### src/rtl/uart_rx.sv
// 8N1 UART receiver: 2-flop synchroniser, 16x oversampling with a 2-of-3 vote
// around mid-bit, and a held byte with ready/irq plus sticky frame/overrun flags.
module uart_rx #(
  parameter int CLK_FREQ = 50000000,
  parameter int BAUD     = 4800
) (
  input  logic       clk,
  input  logic       reset,
  input  logic       uart_rxd,
  input  logic       rx_ack,
  input  logic       err_clr,
  output logic [7:0] rx_data,
  output logic       rx_ready,
  output logic       rx_irq,
  output logic       frame_err,
  output logic       overrun
);

  localparam int OVS   = 16;
  localparam int DIV   = CLK_FREQ / (BAUD * OVS);
  localparam int DIV_W = (DIV > 1) ? $clog2(DIV) : 1;
  localparam logic [DIV_W-1:0] DIV_MAX = DIV_W'(DIV - 1);

  typedef enum logic [1:0] {IDLE, START, DATA, STOP} state_t;

  state_t           state_q, state_d;
  logic [DIV_W-1:0] div_q, div_d;
  logic [3:0]       s_q, s_d;
  logic [2:0]       idx_q, idx_d;
  logic [7:0]       shift_q, shift_d;
  logic [1:0]       smp_q, smp_d;
  logic             rx_meta_q, rx_meta_d;
  logic             rxs_q, rxs_d;
  logic             armed_q, armed_d;
  logic [7:0]       data_q, data_d;
  logic             ready_q, ready_d;
  logic             irq_q, irq_d;
  logic             ferr_q, ferr_d;
  logic             ovr_q, ovr_d;

  logic tick, vote, decide, bit_end, byte_ok, ferr_set;

  always_comb begin
    state_d   = state_q;
    div_d     = div_q;
    s_d       = s_q;
    idx_d     = idx_q;
    shift_d   = shift_q;
    smp_d     = smp_q;
    armed_d   = armed_q;
    data_d    = data_q;
    rx_meta_d = uart_rxd;
    rxs_d     = rx_meta_q;
    byte_ok   = 1'b0;
    ferr_set  = 1'b0;

    tick    = (div_q == DIV_MAX);
    vote    = (smp_q[0] & smp_q[1]) | (smp_q[0] & rxs_q) | (smp_q[1] & rxs_q);
    decide  = tick && (s_q == 4'd9);
    bit_end = tick && (s_q == 4'd15);

    div_d = tick ? '0 : div_q + DIV_W'(1);
    if (tick) begin
      s_d = s_q + 4'd1;
      if (s_q == 4'd7) smp_d[0] = rxs_q;
      if (s_q == 4'd8) smp_d[1] = rxs_q;
    end
    if (rxs_q) armed_d = 1'b1;

    case (state_q)
      IDLE: begin
        div_d = '0;
        s_d   = 4'd0;
        if (!rxs_q && armed_q) state_d = START;
      end
      START: begin
        if (decide && vote) begin
          state_d = IDLE;
        end else if (bit_end) begin
          state_d = DATA;
          idx_d   = 3'd0;
        end
      end
      DATA: begin
        if (decide) shift_d[idx_q] = vote;
        if (bit_end) begin
          if (idx_q == 3'd7) state_d = STOP;
          else               idx_d   = idx_q + 3'd1;
        end
      end
      STOP: begin
        if (decide) begin
          data_d  = shift_q;
          state_d = IDLE;
          if (vote) begin
            byte_ok = 1'b1;
          end else begin
            ferr_set = 1'b1;
            // a stuck-low line must go high again before the next start counts
            armed_d  = 1'b0;
          end
        end
      end
      default: state_d = IDLE;
    endcase

    ready_d = byte_ok ? 1'b1 : (rx_ack ? 1'b0 : ready_q);
    irq_d   = byte_ok;
    ferr_d  = (ferr_q & ~err_clr) | ferr_set;
    ovr_d   = (ovr_q & ~err_clr) | (byte_ok & ready_q & ~rx_ack);
  end

  always_ff @(posedge clk) begin
    if (reset) begin
      state_q   <= IDLE;
      div_q     <= '0;
      s_q       <= 4'd0;
      idx_q     <= 3'd0;
      shift_q   <= 8'h00;
      smp_q     <= 2'b11;
      rx_meta_q <= 1'b1;
      rxs_q     <= 1'b1;
      armed_q   <= 1'b1;
      data_q    <= 8'h00;
      ready_q   <= 1'b0;
      irq_q     <= 1'b0;
      ferr_q    <= 1'b0;
      ovr_q     <= 1'b0;
    end else begin
      state_q   <= state_d;
      div_q     <= div_d;
      s_q       <= s_d;
      idx_q     <= idx_d;
      shift_q   <= shift_d;
      smp_q     <= smp_d;
      rx_meta_q <= rx_meta_d;
      rxs_q     <= rxs_d;
      armed_q   <= armed_d;
      data_q    <= data_d;
      ready_q   <= ready_d;
      irq_q     <= irq_d;
      ferr_q    <= ferr_d;
      ovr_q     <= ovr_d;
    end
  end

  assign rx_data   = data_q;
  assign rx_ready  = ready_q;
  assign rx_irq    = irq_q;
  assign frame_err = ferr_q;
  assign overrun   = ovr_q;

endmodule

### config.mk
export PLATFORM = sky130hd
export DESIGN_NAME = uart_rx
export DESIGN_NICKNAME = d
export VERILOG_FILES = /design/src/rtl/uart_rx.sv
export SDC_FILE = /design/constraint.sdc
export NUM_CORES = 1
export LEC_CHECK = 0
export BUFFER_PORTS_ARGS = -buffer_cell sky130_fd_sc_hd__buf_2
export CAP_MARGIN = 40
export CORE_UTILIZATION = 38
export DETAILED_ROUTE_END_ITERATION = 7
export PLACE_DENSITY = 0.64
export SETUP_SLACK_MARGIN = 0.1
export SLEW_MARGIN = 20
export SYNTH_ARGS = -nofsm -noshare
export SYNTH_HDL_FRONTEND = slang
export SYNTH_SLANG_ARGS = --single-unit
### constraint.sdc
create_clock -name clk -period 2.38 [get_ports clk]
set_input_delay 0.476 -clock clk [delete_from_list [all_inputs] [get_ports clk]]
set_output_delay 0.476 -clock clk [all_outputs]
set_load 0.01 [all_outputs]
==> impl_table.tex, run 1 <==
\begin{tabular}{lr}
\hline
Metric & Value \\
\hline
\multicolumn{2}{l}{\textbf{Timing}} \\
\quad Final setup TNS & 0 ns \\
\quad Worst rel slew slack & 0.660 \\
\quad Crit share post-route & 0.847 \\
\quad Final worst slack & 0.364 ns \\
\quad Total of endpoints with negative setup slack in the final report & 0 \\
\quad Final Max Slew Viols & 0 \\
\quad Maximum operating frequency & 496 MHz \\
\quad Number of hold violations in the final report & 0 \\
\quad Hold\_ws & 0.364 ns \\
\quad Worst Max-Slew Pin Slew & 0.505 ns \\
\quad Clock period minus worst slack & 2.02 ns \\
\quad Setup repair after global routing missed its margin & no \\
\quad Setup Skew & 0.00518 ns \\
\multicolumn{2}{l}{\textbf{Global routing}} \\
\quad Total grt overflow & 0 \\
\quad Initial antenna violation count & 0 \\
\quad Pin count of the biggest net entering global routing & 18 \\
\quad Vias in the first global route & 1,448 \\
\quad Wire length of the first global-routing pass & 6530 um \\
\quad Global-route total usage across every layer & 0.153 \\
\multicolumn{2}{l}{\textbf{Synth}} \\
\quad FFs w/ async S/R, synth & 0 \\
\quad Area of the mapped netlist & 2050 sq um \\
\quad Share of the yosys chip area belonging to registers & 0.430 \\
\quad Cell types with the largest area share after synthesis & sky130\_fd\_sc\_hd\_\_dfxtp\_1 (43\%), sky130\_fd\_sc\_hd\_\_a21oi\_1 (4.9\%), sky130\_fd\_sc\_hd\_\_ha\_1 (4.3\%) \\
\quad Average cell area after synthesis & 8.83 sq um \\
\quad Distinct cell type count after synthesis & 48 \\
\quad Number of enable-type register cells in the synthesized netlist & 0 \\
\quad Synthesis Warnings & 0 \\
\quad Net Count, Synth & 244 \\
\quad Number of synthesized register bits & 44 \\
\quad Cell taking the most area after synthesis & sky130\_fd\_sc\_hd\_\_dfxtp\_1 \\
\quad Gate count after technology mapping & 232 \\
\quad Top cell type's share of synthesized area & 0.430 \\
\quad Main flop type after synthesis & sky130\_fd\_sc\_hd\_\_dfxtp\_1 \\
\multicolumn{2}{l}{\textbf{CTS}} \\
\quad Deepest clock path buffer count & 2 \\
\quad CTS Hold Bufs & 0 \\
\quad Insertion delay to the later sink of the worst-skew pair & 0.29 ns \\
\quad Clock transition time at the flip-flop clock pins of the worst setup and hold paths & 0.08 ns \\
\quad Clk root buf & sky130\_fd\_sc\_hd\_\_clkbuf\_8 \\
\quad Cts bufs inserted & 5 \\
\quad Number of buffers inserted to repair setup after CTS & 0 \\
\quad H-Tree Level Count & 2 \\
\quad Clock tree from TritonCTS & built \\
\quad Post-CTS sizing & 0 \\
\quad Clock Sink Count & 44 \\
\multicolumn{2}{l}{\textbf{Worst setup path}} \\
\quad Crit path max-delay cell type & sky130\_fd\_sc\_hd\_\_nand4\_1 \\
\quad Endpoint of the worst setup timing path & shift\_q[4] \\
\quad Data arrival time of the critical path & 2.24 ns \\
\quad Required time worst endpoint & 2.60 ns \\
\quad Start point of the critical path & div\_q[0] \\
\quad Type of the worst setup path & reg -> reg \\
\quad Worst setup SP type & flop \\
\quad Worst reg2reg startpoint & div\_q[0] \\
\quad Worst-path cell chain & inv\_1 > ha\_1 > nor3b\_2 > nand4\_1 > buf\_4 > nor3\_1 > mux2i\_1 \\
\quad Crit-path max cell delay & 0.35 ns \\
\quad Worst reg2reg path endpoint & shift\_q[4] \\
\quad Kind of capture point of the worst setup path & flop \\
\quad Worst R2R Setup Slack & 0.36 ns \\
\quad Crit path max fanout & 8 \\
\quad Number of cells on the worst reg-to-reg path & 7 \\
\multicolumn{2}{l}{\textbf{Power}} \\
\quad Net switching component of the power & 0.258 mW \\
\quad Areal power density over the cells & 533 nW/um\^{}2 \\
\quad Comb power frac & 0.023 \\
\quad Leakage power total & 0.764 nW \\
\quad Clock group share of total power & 0.362 \\
\quad Worst vdd ir & 0.000324 V \\
\quad Relative contribution of sequential cells to total power & 0.615 \\
\quad Cell internal power dissipation & 0.949 mW \\
\quad Net switching fraction of the power & 0.214 \\
\multicolumn{2}{l}{\textbf{Drt}} \\
\quad DRT iter0 DRCs & 50 \\
\quad Drt pass-1 iters & 5 \\
\quad Top routing layer used & met4 \\
\quad Routed length on met3 & 134 um \\
\quad Total DRC errors in the routed layout & 0 \\
\quad Final ANT Viol Nets & 0 \\
\quad Met1 routed wirelength after detailed routing & 1990 um \\
\quad Length of routed met2 wiring & 1860 um \\
\quad Detailed-route wire length per cell & 12.7 um \\
\quad Detailed Route WL & 4030 um \\
\quad Vias & 1,623 \\
\quad Via/cell ratio & 5.14 \\
\multicolumn{2}{l}{\textbf{Die}} \\
\quad Total core area & 5140 sq um \\
\quad Number of rows created at floorplan & 26 \\
\quad Die outline width & 75.4 um \\
\quad Die extent in y & 75.4 um \\
\quad DIE AREA & 5690 sq um \\
\quad IO Count & 17 \\
\quad Effective utilization at floorplan & 0.399 \\
\multicolumn{2}{l}{\textbf{Layout}} \\
\quad Count of non-filler cells in the finished layout & 316 \\
\quad Fraction of layout instances using a drive strength above 1 & 0.134 \\
\quad Post-layout nets & 258 \\
\quad Most frequent standard cell in the layout excluding fill and tap cells & sky130\_fd\_sc\_hd\_\_dfxtp\_1 \\
\quad Diode count & 0 \\
\quad Signed area change from the synthesized netlist to the final layout & 10.6\% \\
\quad Top library cells by usage in the layout, fill and taps aside & sky130\_fd\_sc\_hd\_\_dfxtp\_1 (44), sky130\_fd\_sc\_hd\_\_a21oi\_1 (20), sky130\_fd\_sc\_hd\_\_nor2\_1 (20) \\
\multicolumn{2}{l}{\textbf{Outcome}} \\
\quad Result of the run & complete, no violations \\
\multicolumn{2}{l}{\textbf{Job}} \\
\quad Maximum Capacitance Violations & 0 \\
\multicolumn{2}{l}{\textbf{Placement}} \\
\quad Half-perimeter wire length after placement & 2880 um \\
\quad Count of input and output buffers & 16 \\
\quad Dpl cells & 309 \\
\quad Weighted congestion at the end of routability-driven global placement & 0.836 \\
\quad Setup Slack @ Placement & 0.392 ns \\
\multicolumn{2}{l}{\textbf{Min path}} \\
\quad Kind of path behind the tightest hold check & in -> reg \\
\hline
\end{tabular}
kinds of logic (layout without fill, tap and decap cells):
kind of cell,after synthesis,after routing,share of synthesized area
muxes,6,6,0.0293
buffers and inverters,16,30,0.0305
DFF,44,44,0.430
AOI/OAI and AO/OA,45,45,0.127
xor gates and xnor gates,11,11,0.0470
and+or+nand+nor,102,102,0.289
adders and majority gates,8,8,0.0476
how the worst min path moves through the flow:
stage / to / start / slack, ns / cells after the start
2_1_floorplan: rxs_q / rx_meta_q / 0.39 / 1
3_3_place_gp: rxs_q / rx_meta_q / 0.39 / 1
3_5_place_dp: rxs_q / rx_meta_q / 0.41 / 1
4_1_cts: rx_meta_q / uart_rxd / 0.36 / 2
5_1_grt: rx_meta_q / uart_rxd / 0.36 / 2
6_report: rx_meta_q / uart_rxd / 0.36 / 2
Yosys cell counts (all sizes together) (2+ instances only):
| cell type | count |
|---|---|
| nor4 | 4 |
| nand2b | 11 |
| ha | 7 |
| and3b | 2 |
| nand3 | 17 |
| nand2 | 11 |
| o21ai | 14 |
| and3 | 2 |
| nor2 | 20 |
| xnor2 | 8 |
| nor3b | 3 |
| clkbuf | 9 |
| a21oi | 20 |
| buf | 2 |
| xor2 | 3 |
| nor3 | 6 |
| inv | 5 |
| mux2i | 6 |
| dfxtp | 44 |
| a21o | 2 |
| o31ai | 2 |
| or2 | 3 |
| nand4 | 10 |
sequential cells by signal (all words and copies together) (netlist names), 2 cells and up, named ones only:
signal / count
div_q: 10
shift_q: 8
idx_q: 3
rx_data: 8
s_q: 4
smp_q: 2
stage by stage:
step | power (mW) | util | instance area [sq um]
floorplan | 0.779 | - | 2050
global placement | 0.788 | 0.426 | 2190
detailed placement | 0.788 | 0.426 | 2190
CTS | 1.22 | 0.441 | 2270
global route | 1.26 | 0.441 | 2270
finish | 1.21 | 0.441 | 2270
cell type report:
class,count,area (sq um)
fill,548,2870
multi-input combinational,172,1110
sequential,44,881
timing repair buffer,18,95.1
tap,70,87.6
clock buffer,6,72.6
inverter,5,18.8
clock inverter,1,5.00
power groups by stage:
stage	logic [mW]	registers [mW]	clock network [mW]
floorplan	0.0213	0.757	0
global placement	0.0281	0.760	0
detailed placement	0.0282	0.760	0
CTS	0.0282	0.743	0.453
global route	0.0306	0.744	0.481
finish	0.0279	0.743	0.437
metal layers:
layer  GRT usage  vias up
met5           0        -
met4      0.0535        0
met3      0.0569        4
met1       0.186      737
li1            -      853
met2       0.250       29
worst max-delay path: cells and delay by family, from the launching register on:
family	cells	cell delay [ns]
AND/OR/NAND/NOR	3	0.89
adder cells (fa/ha/maj)	1	0.16
multiplexers	1	0.21
flip-flops	1	0.34
buffers and inverters	2	0.34
Note: power is estimated with default switching activity, not from simulation.
==> run 2: changes to the inputs <==
Settings changed: PLACE_DENSITY 0.64 to 0.66.
Clock period 2.38 ns to 1.8 ns, I/O delays scaled along.
==> run 2 against run 1 <==
Against the previous run:
- register-to-register slack worse by 0.29 ns
- total power is 48% higher
- hold slack worse by 0.11 ns
==> impl_table.tex, run 2 (synthesis gave the netlist of run 1 again) <==
\begin{tabular}{lr}
\hline
Metric & Value \\
\hline
\multicolumn{2}{l}{\textbf{Power}} \\
\quad Worst vdd ir & 0.000381 V (+18\%) \\
\quad Leakage power total & 0.894 nW (+17\%) \\
\quad Cell internal power dissipation & 1.41 mW (+49\%) \\
\quad Relative contribution of sequential cells to total power & 0.548 (-0.067) \\
\quad Clock group share of total power & 0.428 (+0.066) \\
\quad Comb power frac & 0.023 (about the same) \\
\quad Net switching component of the power & 0.379 mW (+47\%) \\
\quad Net switching fraction of the power & 0.212 (-0.00225) \\
\quad Areal power density over the cells & 714 nW/um\^{}2 (+34\%) \\
\multicolumn{2}{l}{\textbf{Global routing}} \\
\quad Vias in the first global route & 1,475 (+1.9\%) \\
\quad Pin count of the biggest net entering global routing & 19 (+1) \\
\quad Wire length of the first global-routing pass & 6740 um (+3.3\%) \\
\quad Global-route total usage across every layer & 0.157 (+0.00371) \\
\quad Met2 global-route usage & 0.256 (+0.00595) \\
\quad Initial antenna violation count & 0 (unchanged) \\
\quad GR Layer Usage met1 & 0.206 (+0.0206) \\
\quad GR Layer Usage met3 & 0.0357 (-0.0212) \\
\quad Most used routing layer in global routing & met2 \\
\quad Total grt overflow & 0 (unchanged) \\
\multicolumn{2}{l}{\textbf{Layout}} \\
\quad Max FFs per register & 10 (unchanged) \\
\quad Most frequent standard cell in the layout excluding fill and tap cells & sky130\_fd\_sc\_hd\_\_dfxtp\_1 \\
\quad Post-layout nets & 276 (+7.0\%) \\
\quad Fraction of layout instances using a drive strength above 1 & 0.249 (+0.115) \\
\quad Top library cells by usage in the layout, fill and taps aside & sky130\_fd\_sc\_hd\_\_dfxtp\_1 (41), sky130\_fd\_sc\_hd\_\_nor2\_1 (20), sky130\_fd\_sc\_hd\_\_a21oi\_1 (19) \\
\quad Diode count & 0 (unchanged) \\
\quad Signed area change from the synthesized netlist to the final layout & 22.5\% \\
\quad Filler instances & 527 (-3.8\%) \\
\quad Largest register by flop count & div\_q \\
\multicolumn{2}{l}{\textbf{Drt}} \\
\quad Vias & 1,726 (+6.3\%) \\
\quad Drt pass-1 iters & 4 (-1) \\
\quad Total DRC errors in the routed layout & 0 (unchanged) \\
\quad Detailed-route wire length per cell & 12.7 um (-0.49\%) \\
\quad DRT iter0 DRCs & 97 (+94\%) \\
\quad Via/cell ratio & 5.15 (+0.31\%) \\
\quad Final ANT Viol Nets & 0 (unchanged) \\
\quad Detailed Route WL & 4250 um (+5.5\%) \\
\multicolumn{2}{l}{\textbf{Timing}} \\
\quad Clock period minus worst slack & 1.73 ns (-0.287 ns) \\
\quad Crit share post-route & 0.961 (+0.113) \\
\quad Final Max Slew Viols & 0 (unchanged) \\
\quad Setup repair after global routing missed its margin & yes \\
\quad Number of hold violations in the final report & 0 (unchanged) \\
\quad Hold\_ws & 0.249 ns (-0.115 ns) \\
\quad Setup Skew & 0.0104 ns (+0.00522 ns) \\
\quad Final setup TNS & 0 ns (unchanged) \\
\quad Worst rel slew slack & 0.732 (+0.0714) \\
\quad Maximum operating frequency & 578 MHz (+17\%) \\
\quad Worst Max-Slew Pin Slew & 0.402 ns (-0.103 ns) \\
\quad Total of endpoints with negative setup slack in the final report & 0 (unchanged) \\
\multicolumn{2}{l}{\textbf{CTS}} \\
\quad Deepest clock path buffer count & 2 (unchanged) \\
\quad CTS Hold Bufs & 0 (unchanged) \\
\quad Insertion delay to the later sink of the worst-skew pair & 0.30 ns (about the same) \\
\quad Clk root buf & sky130\_fd\_sc\_hd\_\_clkbuf\_8 \\
\quad Clock Sink Count & 44 (unchanged) \\
\quad H-Tree Level Count & 2 (unchanged) \\
\quad Cts bufs inserted & 5 (unchanged) \\
\quad Clock transition time at the flip-flop clock pins of the worst setup and hold paths & 0.08 ns (about the same) \\
\quad Clock tree from TritonCTS & built \\
\multicolumn{2}{l}{\textbf{Placement}} \\
\quad Weighted congestion at the end of routability-driven global placement & 0.764 (-8.6\%) \\
\quad Half-perimeter wire length after placement & 3000 um (+4.0\%) \\
\quad Count of input and output buffers & 16 (unchanged) \\
\multicolumn{2}{l}{\textbf{Min path}} \\
\quad Kind of path behind the tightest hold check & in -> reg \\
\multicolumn{2}{l}{\textbf{Worst setup path}} \\
\quad Required time worst endpoint & 1.98 ns (-0.62 ns) \\
\quad Data arrival time of the critical path & 1.91 ns (-0.33 ns) \\
\quad Crit path max fanout & 4 (-4) \\
\quad Worst setup SP type & flop \\
\quad Kind of capture point of the worst setup path & flop \\
\quad Type of the worst setup path & reg -> reg \\
\multicolumn{2}{l}{\textbf{Die}} \\
\quad IO Count & 17 (unchanged) \\
\quad Die extent in y & 75.4 um (unchanged) \\
\quad DIE AREA & 5690 sq um (unchanged) \\
\quad Die outline width & 75.4 um (unchanged) \\
\quad Total core area & 5140 sq um (unchanged) \\
\quad Number of rows created at floorplan & 26 (unchanged) \\
\quad Effective utilization at floorplan & 0.399 (unchanged) \\
\multicolumn{2}{l}{\textbf{Job}} \\
\quad Maximum Capacitance Violations & 0 (unchanged) \\
\multicolumn{2}{l}{\textbf{Outcome}} \\
\quad Result of the run & complete, no violations \\
\hline
\end{tabular}
[run 2: cell count changes in the layout (fill, tap and decap cells not counted), moves of 2 or more]
cell / delta
sky130_fd_sc_hd__buf_4: +16
sky130_fd_sc_hd__dfxtp_1: -3
sky130_fd_sc_hd__dfxtp_2: +3
sky130_fd_sc_hd__ha_1: -2
sky130_fd_sc_hd__inv_1: -2
sky130_fd_sc_hd__inv_2: +2
sky130_fd_sc_hd__o21ai_1: -2
sky130_fd_sc_hd__o21ai_2: +2
[run 2: power groups by stage]
stage          combinational [mW]  sequential (mW)  clock (mW)
3_3_place_gp               0.0397             1.00           0
6_report                   0.0419            0.982       0.767
2_1_floorplan              0.0281             1.00           0
4_1_cts                    0.0419            0.982       0.786
3_5_place_dp               0.0397             1.00           0
5_1_grt                    0.0466            0.984       0.827
[run 2: timing repair]
| action | CTS | global route |
|---|---|---|
| pin swaps | 3 | 5 |
| setup endpoints to repair | 9 | 15 |
| endpoints found under the hold margin | 0 | 0 |
| resized for setup | 9 | 7 |
| buffers inserted | 2 | 0 |
[run 2: layout make-up]
class,instances,area [sq um],area share
inverters,5,18.8,0.00748
flip-flops and latches,44,885,0.352
multi-input cells,172,1160,0.461
well taps,70,87.6,0.0349
repair buffers,36,246,0.0982
clock buffers,5,68.8,0.0274
clock inverters,3,46.3,0.0184
[run 2: path summary, 6_finish.rpt]
path | cells after the start | start | slack, ns | to
min | 2 | uart_rxd | 0.25 | rx_meta_q
min reg2reg | 1 | rx_meta_q | 0.41 | rxs_q
max reg2reg | 6 | div_q[0] | 0.07 | idx_q[2]
max | 6 | div_q[0] | 0.07 | idx_q[2]
[run 2: metal layers]
layer	up-vias	wire (um)
met4	0	46
met1	798	2080
met3	7	151
li1	895	-
met2	26	1970
met5	-	0
[run 2: worst max-delay path, stage by stage, from the launching register on]
cell and delay, ns:
sky130_fd_sc_hd__dfxtp_2 0.33, sky130_fd_sc_hd__inv_2 0.06, sky130_fd_sc_hd__ha_4 0.13, sky130_fd_sc_hd__or3b_4 0.41, sky130_fd_sc_hd__or4_4 0.46, sky130_fd_sc_hd__o21ai_2 0.16
sky130_fd_sc_hd__a21oi_2 0.07
[run 2: through the flow]
| step | cells | power (mW) | utilization | cell area, sq um | worst slack, ns |
|---|---|---|---|---|---|
| 2_1_floorplan | 232 | 1.03 | - | 2050 | 0.142 |
| 3_3_place_gp | 325 | 1.04 | 0.452 | 2320 | 0.0975 |
| 3_5_place_dp | 325 | 1.04 | 0.452 | 2320 | 0.0549 |
| 4_1_cts | 335 | 1.81 | 0.484 | 2490 | 0.0956 |
| 5_1_grt | 335 | 1.86 | 0.488 | 2510 | 0.0118 |
| 6_report | 335 | 1.79 | 0.488 | 2510 | 0.0710 |
==> run 3: changes to the inputs <==
Settings changed: ABC_CLOCK_PERIOD_IN_PS set to 1800, SETUP_SLACK_MARGIN 0.1 to 0.3.
==> run 3 against run 2 <==
Against the previous run:
- global-route usage rose by 0.97 points
- worst setup slack improved by 0.0075 ns
- die area did not move
- sequential power barely moved
- first-iteration DRC count rose by 19%
- total power rose by 0.38%
- combinational power fell by 2%
- sequential share of layout area fell by 0.35 points
- maximum frequency rose by 0.43%
- clock power rose by 1%
- critical endpoint is now idx_q[0]
- highest routed layer unchanged
==> impl_table.tex, run 3 (synthesis gave the netlist of run 1 again) <==
\begin{tabular}{lr}
\hline
Metric & Value \\
\hline
\multicolumn{2}{l}{\textbf{Worst setup path}} \\
\quad Crit path max fanout & 4 (unchanged) \\
\quad Endpoint of the worst setup timing path & idx\_q[0] \\
\quad Bufs and invs on worst path & 1 (unchanged) \\
\quad Critical path depth & 6 (unchanged) \\
\quad Worst reg2reg startpoint & div\_q[0] \\
\quad Required time worst endpoint & 1.99 ns (about the same) \\
\quad Worst-path cell chain & inv\_2 > ha\_4 > or3b\_4 > or4\_4 > o21ai\_1 > a21oi\_1 \\
\quad Start point of the critical path & div\_q[0] \\
\quad Type of the worst setup path & reg -> reg \\
\quad Worst setup SP type & flop \\
\quad Crit-path max cell delay & 0.47 ns (about the same) \\
\quad Worst reg2reg path endpoint & idx\_q[0] \\
\quad Kind of capture point of the worst setup path & flop \\
\quad Crit path max-delay cell type & sky130\_fd\_sc\_hd\_\_or4\_4 \\
\quad Data arrival time of the critical path & 1.91 ns (about the same) \\
\quad Cell class contributing the biggest share of worst-path delay & simple AND/OR/NAND/NOR gates \\
\quad Number of cells on the worst reg-to-reg path & 6 (unchanged) \\
\quad Worst R2R Setup Slack & 0.08 ns (about the same) \\
\multicolumn{2}{l}{\textbf{Global routing}} \\
\quad Total grt overflow & 0 (unchanged) \\
\quad Initial antenna violation count & 0 (unchanged) \\
\quad Wire length of the first global-routing pass & 7020 um (+4.2\%) \\
\quad Pin count of the biggest net entering global routing & 20 (+1) \\
\quad Vias in the first global route & 1,475 (unchanged) \\
\quad Global-route total usage across every layer & 0.167 (+0.00966) \\
\multicolumn{2}{l}{\textbf{Drt}} \\
\quad Detailed-route wire length per cell & 13.0 um (+2.9\%) \\
\quad DRT iter0 DRCs & 115 (+19\%) \\
\quad Final ANT Viol Nets & 0 (unchanged) \\
\quad Detailed Route WL & 4330 um (+2.0\%) \\
\quad Via/cell ratio & 5.22 (+1.3\%) \\
\quad Drt pass-1 iters & 4 (unchanged) \\
\quad Vias & 1,733 (+0.41\%) \\
\quad Total DRC errors in the routed layout & 0 (unchanged) \\
\multicolumn{2}{l}{\textbf{CTS}} \\
\quad Deepest clock path buffer count & 2 (unchanged) \\
\quad Clock tree from TritonCTS & built \\
\quad Insertion delay to the later sink of the worst-skew pair & 0.30 ns (about the same) \\
\quad H-Tree Level Count & 2 (unchanged) \\
\quad Clock transition time at the flip-flop clock pins of the worst setup and hold paths & 0.09 ns (about the same) \\
\quad Clk root buf & sky130\_fd\_sc\_hd\_\_clkbuf\_8 \\
\quad Clock Sink Count & 44 (unchanged) \\
\quad Cts bufs inserted & 5 (unchanged) \\
\multicolumn{2}{l}{\textbf{Outcome}} \\
\quad Result of the run & complete, no violations \\
\multicolumn{2}{l}{\textbf{Timing}} \\
\quad Crit share post-route & 0.956 (-0.00415) \\
\quad Final Max Slew Viols & 0 (unchanged) \\
\quad Clock period minus worst slack & 1.72 ns (-0.00747 ns) \\
\quad Hold\_ws & 0.241 ns (-0.00763 ns) \\
\quad Total of endpoints with negative setup slack in the final report & 0 (unchanged) \\
\quad Worst Max-Slew Pin Slew & 0.405 ns (+0.00250 ns) \\
\quad Setup Skew & 0.00580 ns (-0.00459 ns) \\
\quad Final setup TNS & 0 ns (unchanged) \\
\quad Setup repair after global routing missed its margin & yes \\
\quad Number of hold violations in the final report & 0 (unchanged) \\
\quad Maximum operating frequency & 581 MHz (+0.43\%) \\
\quad Worst rel slew slack & 0.730 (-0.00204) \\
\multicolumn{2}{l}{\textbf{Die}} \\
\quad IO Count & 17 (unchanged) \\
\quad DIE AREA & 5690 sq um (unchanged) \\
\quad Number of rows created at floorplan & 26 (unchanged) \\
\quad Total core area & 5140 sq um (unchanged) \\
\quad Die extent in y & 75.4 um (unchanged) \\
\quad Effective utilization at floorplan & 0.399 (unchanged) \\
\quad Die outline width & 75.4 um (unchanged) \\
\multicolumn{2}{l}{\textbf{Placement}} \\
\quad Weighted congestion at the end of routability-driven global placement & 0.764 (about the same) \\
\quad Half-perimeter wire length after placement & 3010 um (+0.54\%) \\
\quad Count of input and output buffers & 16 (unchanged) \\
\multicolumn{2}{l}{\textbf{Layout}} \\
\quad Post-layout nets & 273 (-1.1\%) \\
\quad Most frequent standard cell in the layout excluding fill and tap cells & sky130\_fd\_sc\_hd\_\_dfxtp\_1 \\
\quad Largest register by flop count & div\_q \\
\quad Fraction of layout instances using a drive strength above 1 & 0.279 (+0.0296) \\
\quad Top library cells by usage in the layout, fill and taps aside & sky130\_fd\_sc\_hd\_\_dfxtp\_1 (37), sky130\_fd\_sc\_hd\_\_nor2\_1 (20), sky130\_fd\_sc\_hd\_\_a21oi\_1 (19) \\
\quad Signed area change from the synthesized netlist to the final layout & 25.1\% \\
\quad Max FFs per register & 10 (unchanged) \\
\quad Diode count & 0 (unchanged) \\
\multicolumn{2}{l}{\textbf{Power}} \\
\quad Areal power density over the cells & 701 nW/um\^{}2 (-1.7\%) \\
\quad Leakage power total & 0.925 nW (+3.5\%) \\
\quad Worst vdd ir & 0.000387 V (+1.5\%) \\
\multicolumn{2}{l}{\textbf{Min path}} \\
\quad Kind of path behind the tightest hold check & in -> reg \\
\multicolumn{2}{l}{\textbf{Job}} \\
\quad Maximum Capacitance Violations & 0 (unchanged) \\
\hline
\end{tabular}
==> run 3: changes by cell type in the layout (fill, tap and decap cells not counted), sizes merged <==
cell / delta
inv: -1
clkinvlp: -1
buf: -3
clkinv: +2
==> run 3: how the worst min path moves through the flow <==
| stage | depth (start not counted) | startpoint | to |
|---|---|---|---|
| 5_1_grt | 2 | uart_rxd | rx_meta_q |
| 6_report | 2 | uart_rxd | rx_meta_q |
| 4_1_cts | 2 | uart_rxd | rx_meta_q |
| 3_5_place_dp | 1 | rx_meta_q | rxs_q |
| 2_1_floorplan | 1 | rx_meta_q | rxs_q |
| 3_3_place_gp | 1 | rx_meta_q | rxs_q |
==> run 3: cell type report <==
| class | instances | area [sq um] |
|---|---|---|
| Inverter | 5 | 18.8 |
| Fill cell | 517 | 2580 |
| Clock buffer | 5 | 68.8 |
| Tap cell | 70 | 87.6 |
| Sequential cell | 44 | 895 |
| Clock inverter | 3 | 47.5 |
| Timing Repair Buffer | 33 | 231 |
| Multi-Input combinational cell | 172 | 1210 |
==> run 3: repair_timing <==
action	in CTS	in global routing
setup endpoints to repair	39	40
hold buffers	0	0
hold endpoints to repair	0	0
resized for setup	14	16
buffers inserted	4	0
pin swaps	4	10
==> run 3: through the flow <==
| step | instance area, sq um | setup WS (ns) | total power [mW] | utilization | instances |
|---|---|---|---|---|---|
| after global placement | 2300 | 0.0519 | 1.04 | 0.447 | 320 |
| after global routing | 2560 | 0.0264 | 1.87 | 0.499 | 332 |
| after CTS | 2510 | 0.115 | 1.82 | 0.488 | 332 |
| after detailed placement | 2300 | 0.0497 | 1.04 | 0.447 | 320 |
| after floorplan | 2070 | 0.177 | 1.03 | - | 232 |
| final | 2560 | 0.0785 | 1.80 | 0.499 | 332 |
==> run 3: layer usage <==
| metal | global-route usage | part of all wire |
|---|---|---|
| met5 | 0 | 0 |
| met4 | 0.0741 | 0.017 |
| met3 | 0.0450 | 0.027 |
| met2 | 0.247 | 0.46 |
| met1 | 0.227 | 0.49 |
==> run 3: power by group <==
part           switching, mW  internal, mW
registers            0.00531         0.973
clock network          0.360         0.418
logic                 0.0241        0.0169
total                  0.389          1.41
